## src/rtl/dmem_arbiter_pkg.sv

```systemverilog
// Shared definitions for the data-memory arbiter: FSM state encoding and
// the default address/data widths agreed between cores, memory and arbiter.
package dmem_arbiter_pkg;

  localparam int DEF_ADDR_W = 16;
  localparam int DEF_DATA_W = 16;

  typedef enum logic [1:0] {
    ST_IDLE    = 2'd0,
    ST_ISSUE   = 2'd1,
    ST_CAPTURE = 2'd2,
    ST_ACK     = 2'd3
  } arb_state_t;

  // Grant index width: ceil(log2(n)), never narrower than one bit.
  function automatic int gid_width(input int n);
    return (n > 1) ? $clog2(n) : 1;
  endfunction

endpackage

```

## src/rtl/dmem_arbiter_rr_picker.sv

```systemverilog
// Combinational round-robin selection: the first requester found searching
// upward from last_grant+1, wrapping modulo NUM_CORES.
module rr_picker #(
  parameter int NUM_CORES = 2,
  parameter int GID_W     = 1
) (
  input  logic [NUM_CORES-1:0] req,
  input  logic [GID_W-1:0]     last_grant,
  output logic                 found,
  output logic [GID_W-1:0]     winner
);

  // cand_idx[d] is the core sitting d+1 positions after last_grant
  logic [GID_W-1:0]     cand_idx [NUM_CORES];
  logic [NUM_CORES-1:0] cand_hit;

  generate
    for (genvar gi = 0; gi < NUM_CORES; gi++) begin : g_cand
      assign cand_idx[gi] = GID_W'((int'(last_grant) + gi + 1) % NUM_CORES);
      assign cand_hit[gi] = req[cand_idx[gi]];
    end
  endgenerate

  // Scan from the far end so the nearest candidate is assigned last and wins.
  always_comb begin
    found  = 1'b0;
    winner = '0;
    for (int d = NUM_CORES - 1; d >= 0; d--) begin
      if (cand_hit[d]) begin
        found  = 1'b1;
        winner = cand_idx[d];
      end
    end
  end

endmodule

```

## src/rtl/dmem_arbiter.sv

```systemverilog
// Round-robin arbiter sharing one single-port data memory among NUM_CORES
// cores. Define DMEM_ARB_STATS_EN to add the contention_count output.
module dmem_arbiter
  import dmem_arbiter_pkg::*;
#(
  parameter int NUM_CORES = 2,
  parameter int ADDR_W    = DEF_ADDR_W,
  parameter int DATA_W    = DEF_DATA_W,
  parameter int GID_W     = gid_width(NUM_CORES)
) (
  input  logic                        clk,
  input  logic                        RESET,
  input  logic [NUM_CORES-1:0]        core_req,
  input  logic [NUM_CORES-1:0]        core_we,
  input  logic [NUM_CORES*ADDR_W-1:0] core_addr,
  input  logic [NUM_CORES*DATA_W-1:0] core_wdata,
  output logic [NUM_CORES-1:0]        core_ack,
  output logic [DATA_W-1:0]           core_rdata,
  output logic                        mem_read,
  output logic                        mem_write,
  output logic [ADDR_W-1:0]           mem_addr,
  output logic [DATA_W-1:0]           mem_wdata,
  input  logic [DATA_W-1:0]           mem_rdata,
  output logic                        busy,
  output logic [GID_W-1:0]            grant_id
`ifdef DMEM_ARB_STATS_EN
  ,
  output logic [15:0]                 contention_count
`endif
);

  arb_state_t state_reg, state_next;

  logic [GID_W-1:0]     gid_reg;
  logic [GID_W-1:0]     last_grant_reg;
  logic                 we_reg;
  logic [ADDR_W-1:0]    addr_reg;
  logic [DATA_W-1:0]    wdata_reg;
  logic [DATA_W-1:0]    rdata_reg;
  logic                 read_reg, read_next;
  logic                 write_reg, write_next;
  logic                 busy_reg, busy_next;
  logic [NUM_CORES-1:0] ack_reg, ack_next;

  logic                 pick_found;
  logic [GID_W-1:0]     pick_winner;
  logic                 sel_we;
  logic [ADDR_W-1:0]    addr_arr  [NUM_CORES];
  logic [DATA_W-1:0]    wdata_arr [NUM_CORES];

  generate
    for (genvar gi = 0; gi < NUM_CORES; gi++) begin : g_unpack
      assign addr_arr[gi]  = core_addr[gi*ADDR_W +: ADDR_W];
      assign wdata_arr[gi] = core_wdata[gi*DATA_W +: DATA_W];
    end
  endgenerate

  rr_picker #(
    .NUM_CORES (NUM_CORES),
    .GID_W     (GID_W)
  ) u_picker (
    .req        (core_req),
    .last_grant (last_grant_reg),
    .found      (pick_found),
    .winner     (pick_winner)
  );

  assign sel_we = core_we[pick_winner];

  always_ff @(posedge clk) begin
    if (RESET) begin
      state_reg <= ST_IDLE;
    end else begin
      state_reg <= state_next;
    end
  end

  // Requests are only looked at in IDLE; ACK always falls back to IDLE.
  always_comb begin
    state_next = state_reg;
    case (state_reg)
      ST_IDLE:    if (pick_found) state_next = ST_ISSUE;
      ST_ISSUE:   state_next = we_reg ? ST_ACK : ST_CAPTURE;
      ST_CAPTURE: state_next = ST_ACK;
      ST_ACK:     state_next = ST_IDLE;
      default:    state_next = ST_IDLE;
    endcase
  end

  // Outputs are decoded from the upcoming state so they land in registers
  // and line up with the state they belong to.
  always_comb begin
    busy_next  = (state_next != ST_IDLE);
    read_next  = 1'b0;
    write_next = 1'b0;
    ack_next   = '0;
    if (state_next == ST_ISSUE) begin
      read_next  = !sel_we;
      write_next = sel_we;
    end
    if (state_next == ST_ACK) begin
      ack_next[gid_reg] = 1'b1;
    end
  end

  always_ff @(posedge clk) begin
    if (RESET) begin
      gid_reg        <= '0;
      last_grant_reg <= GID_W'(NUM_CORES - 1);
      we_reg         <= 1'b0;
      addr_reg       <= '0;
      wdata_reg      <= '0;
      rdata_reg      <= '0;
      read_reg       <= 1'b0;
      write_reg      <= 1'b0;
      busy_reg       <= 1'b0;
      ack_reg        <= '0;
    end else begin
      read_reg  <= read_next;
      write_reg <= write_next;
      busy_reg  <= busy_next;
      ack_reg   <= ack_next;
      if (state_reg == ST_IDLE && pick_found) begin
        gid_reg        <= pick_winner;
        last_grant_reg <= pick_winner;
        we_reg         <= sel_we;
        addr_reg       <= addr_arr[pick_winner];
        wdata_reg      <= wdata_arr[pick_winner];
      end
      // mem_rdata is valid the cycle after the read strobe, i.e. in CAPTURE
      if (state_reg == ST_CAPTURE) begin
        rdata_reg <= mem_rdata;
      end
    end
  end

  assign core_ack   = ack_reg;
  assign core_rdata = rdata_reg;
  assign mem_read   = read_reg;
  assign mem_write  = write_reg;
  assign mem_addr   = addr_reg;
  assign mem_wdata  = wdata_reg;
  assign busy       = busy_reg;
  assign grant_id   = gid_reg;

`ifdef DMEM_ARB_STATS_EN
  logic [15:0] contention_reg;
  logic        multi_req;

  // Clearing the lowest set bit leaves something only if two or more are set.
  assign multi_req = |(core_req & (core_req - NUM_CORES'(1)));

  always_ff @(posedge clk) begin
    if (RESET) begin
      contention_reg <= '0;
    end else if (state_reg == ST_IDLE && multi_req && contention_reg != 16'hFFFF) begin
      contention_reg <= contention_reg + 16'd1;
    end
  end

  assign contention_count = contention_reg;
`endif

endmodule

```

## config.mk

```make
export PLATFORM = sky130hd
export DESIGN_NAME = dmem_arbiter
export DESIGN_NICKNAME = d
export VERILOG_FILES = /design/src/rtl/dmem_arbiter_pkg.sv /design/src/rtl/dmem_arbiter_rr_picker.sv /design/src/rtl/dmem_arbiter.sv
export SDC_FILE = /design/constraint.sdc
export NUM_CORES = 1
export LEC_CHECK = 0
export CAP_MARGIN = 10
export CORE_ASPECT_RATIO = 1.1
export CORE_MARGIN = 2
export CORE_UTILIZATION = 39
export CTS_CLUSTER_SIZE = 12
export DETAILED_ROUTE_END_ITERATION = 10
export PLACE_DENSITY_LB_ADDON = 0.08
export SKIP_CTS_REPAIR_TIMING = 1
export SYNTH_ARGS = -nofsm -noshare
export SYNTH_HDL_FRONTEND = slang
export SYNTH_HIERARCHICAL = 1
export SYNTH_SLANG_ARGS = --single-unit
```

## constraint.sdc

```tcl
create_clock -name clk -period 2.1 [get_ports clk]
set_clock_uncertainty 0.15 [all_clocks]
set_input_delay 0.42 -clock clk [delete_from_list [all_inputs] [get_ports clk]]
set_output_delay 0.42 -clock clk [all_outputs]
set_load 0.005 [all_outputs]
```

==> results of run 1 <==
==> synth_stat cells, drive strengths merged <==
| library cell | count | area share |
|---|---|---|
| nor2 | 50 | 0.073 |
| nor3b | 2 | 0.0078 |
| mux2i | 49 | 0.19 |
| nand2 | 5 | 0.0073 |
| and3b | 2 | 0.0073 |
| and2 | 1 | 0.0024 |
| dfxtp | 58 | 0.45 |
| nor3 | 1 | 0.0019 |
| or2 | 1 | 0.0024 |
| buf | 19 | 0.050 |
| a311o | 1 | 0.0044 |
| clkbuf | 1 | 0.0015 |
| a211oi | 34 | 0.16 |
| a21oi | 4 | 0.0078 |
| a31o | 1 | 0.0034 |
| ha | 4 | 0.020 |
| inv | 4 | 0.0059 |
| a21boi | 1 | 0.0029 |
==> routing by layer <==
layer | vias to the layer above | routed length, um | GRT usage
li1 | 1115 | - | -
met1 | 988 | 2420 | 0.185
met2 | 82 | 3100 | 0.294
met3 | 7 | 585 | 0.0545
met4 | 0 | 90 | 0.0894
met5 | - | 0 | 0
==> area by class of cell <==
type	count	share of cell area
multi-input combinational	156	0.297
sequential	58	0.272
tap	82	0.0240
clock inverter	6	0.0187
timing repair buffer	147	0.353
inverter	4	0.00351
clock buffer	10	0.0322
==> kinds of logic (layout without fill, tap and decap cells) <==
group / Yosys count / count (layout) / synth area share
AO/OA/AOI/OAI: 41 / 41 / 0.177
flip-flops: 58 / 58 / 0.453
adder cells (fa/ha/maj): 4 / 4 / 0.0195
multiplexers: 49 / 49 / 0.191
AND/OR/NAND/NOR: 62 / 62 / 0.102
buffers and inverters: 24 / 167 / 0.0576
==> stage by stage <==
step           area, sq um  power [mW]  setup TNS [ns]  hold slack [ns]  std cells
6_report              4270        3.72               0            0.306        463
3_3_place_gp          4060        2.62               0            0.321        447
4_1_cts               4270        3.78               0            0.299        463
2_1_floorplan         2560        2.05               0            0.287        238
5_1_grt               4270        3.94               0            0.311        463
3_5_place_dp          4060        2.65          -0.166            0.335        447
==> power breakdown <==
group	internal [mW]	switching (mW)	total (mW)
Clock	0.691	0.414	1.11
Sequential	1.28	0.0896	1.37
Combinational	0.730	0.517	1.25
==> worst paths after layout <==
| check | slack, ns | cells after the start | start | to |
|---|---|---|---|---|
| max reg2reg | 0.34 | 5 | state_reg[0] | mem_read |
| max | 0.27 | 5 | core_req[0] | mem_read |
| min reg2reg | 0.34 | 2 | core_rdata[7] | core_rdata[7] |
| min | 0.31 | 2 | RESET | core_rdata[3] |
==> critical path: stages <==
cell and delay, ns:
clkdlybuf4s50_1 0.46, or2_1 0.29, a211oi_1 0.31, a311o_2 0.23, and3b_1 0.18
==> flow_summary.toml, run 1 <==
[floorplanning]
die_h_um = 89.1
design.core.area_sq_um = 6480
initial_core_util = 0.396
die_area_sq_um = 7240
rows = 31
die_w_um = 81.3
ios = 140

[synthesis]
seq_area_frac_synth = 0.453
synth_fp_nets = 328
ys_warn_count = 6
syn-cell-area_sq_um = 2560
yosysUniqueCellTypes = 24
syn_area_per_cell_sq_um = 10.8
ys_ff_latch = 58
syn_inst = 238

[global_route]
grt_antenna_before_repair = 0
grt_max_degree = 29
grt_pass1_wl_mm = 9.27
grt_pass1_vias = 2080
grt_overflow_total = 0
gr-usage-all-layers = 0.170

[drt]
vias_per_cell = 4.73
route.vias.total = 2192
wl_per_cell_um = 13.4
drt_pre_antenna_iters = 4
drtAntennaViolNets = 0
wl_mm = 6.20
drc = 0
drtIter0Drc = 46

[setup_path]
end_kind = "flip-flop"
cp_max_fo = 5
crit_path_start_kind = "primary input"
crit_type = "in -> reg"
required_ns = 2.16
arrival_ns = 1.90

[finish]
fillers = 561
ff_latch_area_sq_um = 1160
fin_util = 0.660
insertedDiodeCount = 0
multiInputGateArea_sq_um = 1270
nNetsFinal = 466
final_common_cell = "clkdlybuf4s50_1"
area_delta_synth_final_pct = 66.6
drive_gt1_frac = 0.160
layout_common_cells = "clkdlybuf4s50_1, dfxtp_1, nor2_1"

[clocking]
clock_path_buffers = 2
cts_buffers = 9
cts_tree = "yes"
clock_latency_ns = 0.32
clock_tree.root_cell = "clkbuf_8"
cts.clk_slew.worst_paths_ns = 0.06
clock_sinks = 58
htree_levels = 3

[timing]
period_share = 0.873
worst_pin_slew_ns = 0.384
slew-limit-headroom = 0.744
setup_ws_ns = 0.266
setup_viol = 0
final_hold_viol_count = 0
drv_slew = 0
fmax_mhz = 545
rsz0062_at_grt = "false"
fin_crit_ns = 1.83

[placement]
pre_cts_slack_ns = -0.0759
hpwl_mm = 4.74
gp_congestion = 0.810
io_buffer_count = 139

[status]
status = "finished clean"

[power_and_ir_drop]
p_leak_nw = 1.61
p_per_area_nw_per_um2 = 871
vdd_drop_max_v = 0.000488

[hold_path]
hp-class = "in -> reg"

[job]
cap_violations = 0
(Power assumes the default switching activity.)
==> run 2: changes to the inputs <==
- SETUP_SLACK_MARGIN: default -> 0.4
==> flow_summary.toml, run 2 (synthesis results as in run 1) <==
[status]
status = "finished clean"

[finish]
insertedDiodeCount = 0
nNetsFinal = 473
final_common_cell = "clkdlybuf4s50_1"
multiInputGateArea_sq_um = 1370
ff_latch_area_sq_um = 1170
area_delta_synth_final_pct = 79.7
fillers = 486
layout_common_cells = "clkdlybuf4s50_1, dlymetal6s2s_1, dfxtp_1"
final-instance-count-excl-fill = 470
drive_gt1_frac = 0.229

[timing]
drv_slew = 0
fmax_mhz = 583
setup_ws_ns = 0.384
whs_ns = 0.301
final_hold_viol_count = 0
tns_ns = 0
rsz0062_at_grt = "true"
setup_viol = 0
period_share = 0.817
worst_pin_slew_ns = 0.391
fin_crit_ns = 1.72
slew-limit-headroom = 0.739

[setup_path]
cp-startpoint = "core_req[1]"
r2r_slack_ns = 0.47
timing.rr.start = "state_reg[0]"
slowest_stage = "clkdlybuf4s50_1"
r2r_end = "core_ack[1]"
critPathMaxStageDelay_ns = 0.48
required_ns = 2.22
crit_path_start_kind = "primary input"
arrival_ns = 1.83
crit_type = "in -> reg"
end_kind = "flip-flop"
cp_cell_sequence = "clkdlybuf4s50_1, a21boi_4, buf_4, buf_12, mux2i_4, and3b_1"
reg2regPathDepth = 5
cp_max_fo = 5

[global_route]
grt_pass1_wl_mm = 9.27
gr-usage-all-layers = 0.170
grt_overflow_total = 0
grt_max_degree = 29
grt_antenna_before_repair = 0
grt_pass1_vias = 2080

[placement]
pre_cts_slack_ns = -0.0759
dp_cells = 447
gp_congestion = 0.810
io_buffer_count = 139
hpwl_mm = 4.74

[clocking]
cts_tree = "yes"
htree_levels = 3
clock_tree.root_cell = "clkbuf_8"
clock_sinks = 58
cts_buffers = 9
clock_path_buffers = 2
cts.clk_slew.worst_paths_ns = 0.06
clock_latency_ns = 0.32

[drt]
drtIter0Drc = 48
drc = 0
drtAntennaViolNets = 0
wl_per_cell_um = 14.5
drt_pre_antenna_iters = 3
route.vias.total = 2234
vias_per_cell = 4.75
wl_mm = 6.82

[floorplanning]
design.core.area_sq_um = 6480
ios = 140
die_area_sq_um = 7240
initial_core_util = 0.396
die_h_um = 89.1
rows = 31
die_w_um = 81.3

[hold_path]
holdPathEnd = "core_rdata[3]"
holdPathStages = 2
hp-start = "RESET"
hp-class = "in -> reg"

[power_and_ir_drop]
vdd_drop_max_v = 0.000489
net-switching-power_mw = 1.07
finalPower_mw = 3.79
p_per_area_nw_per_um2 = 824
switching_share = 0.281
p_int_mw = 2.73
power_frac_comb = 0.346
p_leak_nw = 2.54
seqPwrFrac = 0.362
power_frac_clock = 0.293

[job]
cap_violations = 0
-- run 2: cell types whose count changed in the layout (fill, tap and decap cells not counted), sizes merged --
cell	delta
dlymetal6s2s	+55
clkdlybuf4s50	-55
clkbuf	+2
buf	+5
-- run 2: cell type report --
type,count,share of cell area
Clock buffer,10,0.0299
Tap cell,82,0.0223
Timing Repair Buffer,154,0.377
Multi-Input combinational cell,156,0.296
Sequential cell,58,0.254
Clock inverter,6,0.0174
Inverter,4,0.00326
-- run 2: metrics by stage --
stage                     area (sq um)  utilization
final                             4610        0.711
after detailed placement          4060        0.626
after floorplan                   2560            -
after CTS                         4270        0.660
after global routing              4610        0.711
after global placement            4060        0.626
-- run 2: critical path: cells and delay by family --
family / cells / cell delay (ns)
AOI/OAI and AO/OA: 1 / 0.19
buffers and inverters: 3 / 0.78
muxes: 1 / 0.26
and+or+nand+nor: 1 / 0.18
-- run 2: how the worst max path moves through the flow --
stage	end	slack (ns)	depth (start not counted)
global placement	mem_write	0.02	5
floorplan	mem_addr[0]	0.53	6
global route	mem_wdata[4]	0.33	6
finish	mem_read	0.38	6
CTS	mem_read	0.27	5
detailed placement	mem_read	-0.08	5
-- run 2: routing by layer --
layer	GRT usage	share of wire	wire, um
met2	0.294	0.51	3460
met5	0	0	0
met3	0.0545	0.086	586
met4	0.0894	0.019	130
met1	0.185	0.39	2640
-- run 2: power by group through the flow --
stage	registers, mW	logic [mW]	clock network [mW]
after CTS	1.37	1.27	1.14
after detailed placement	1.39	1.26	0
after floorplan	1.40	0.646	0
after global placement	1.39	1.24	0
after global routing	1.40	1.42	1.20
final	1.37	1.31	1.11
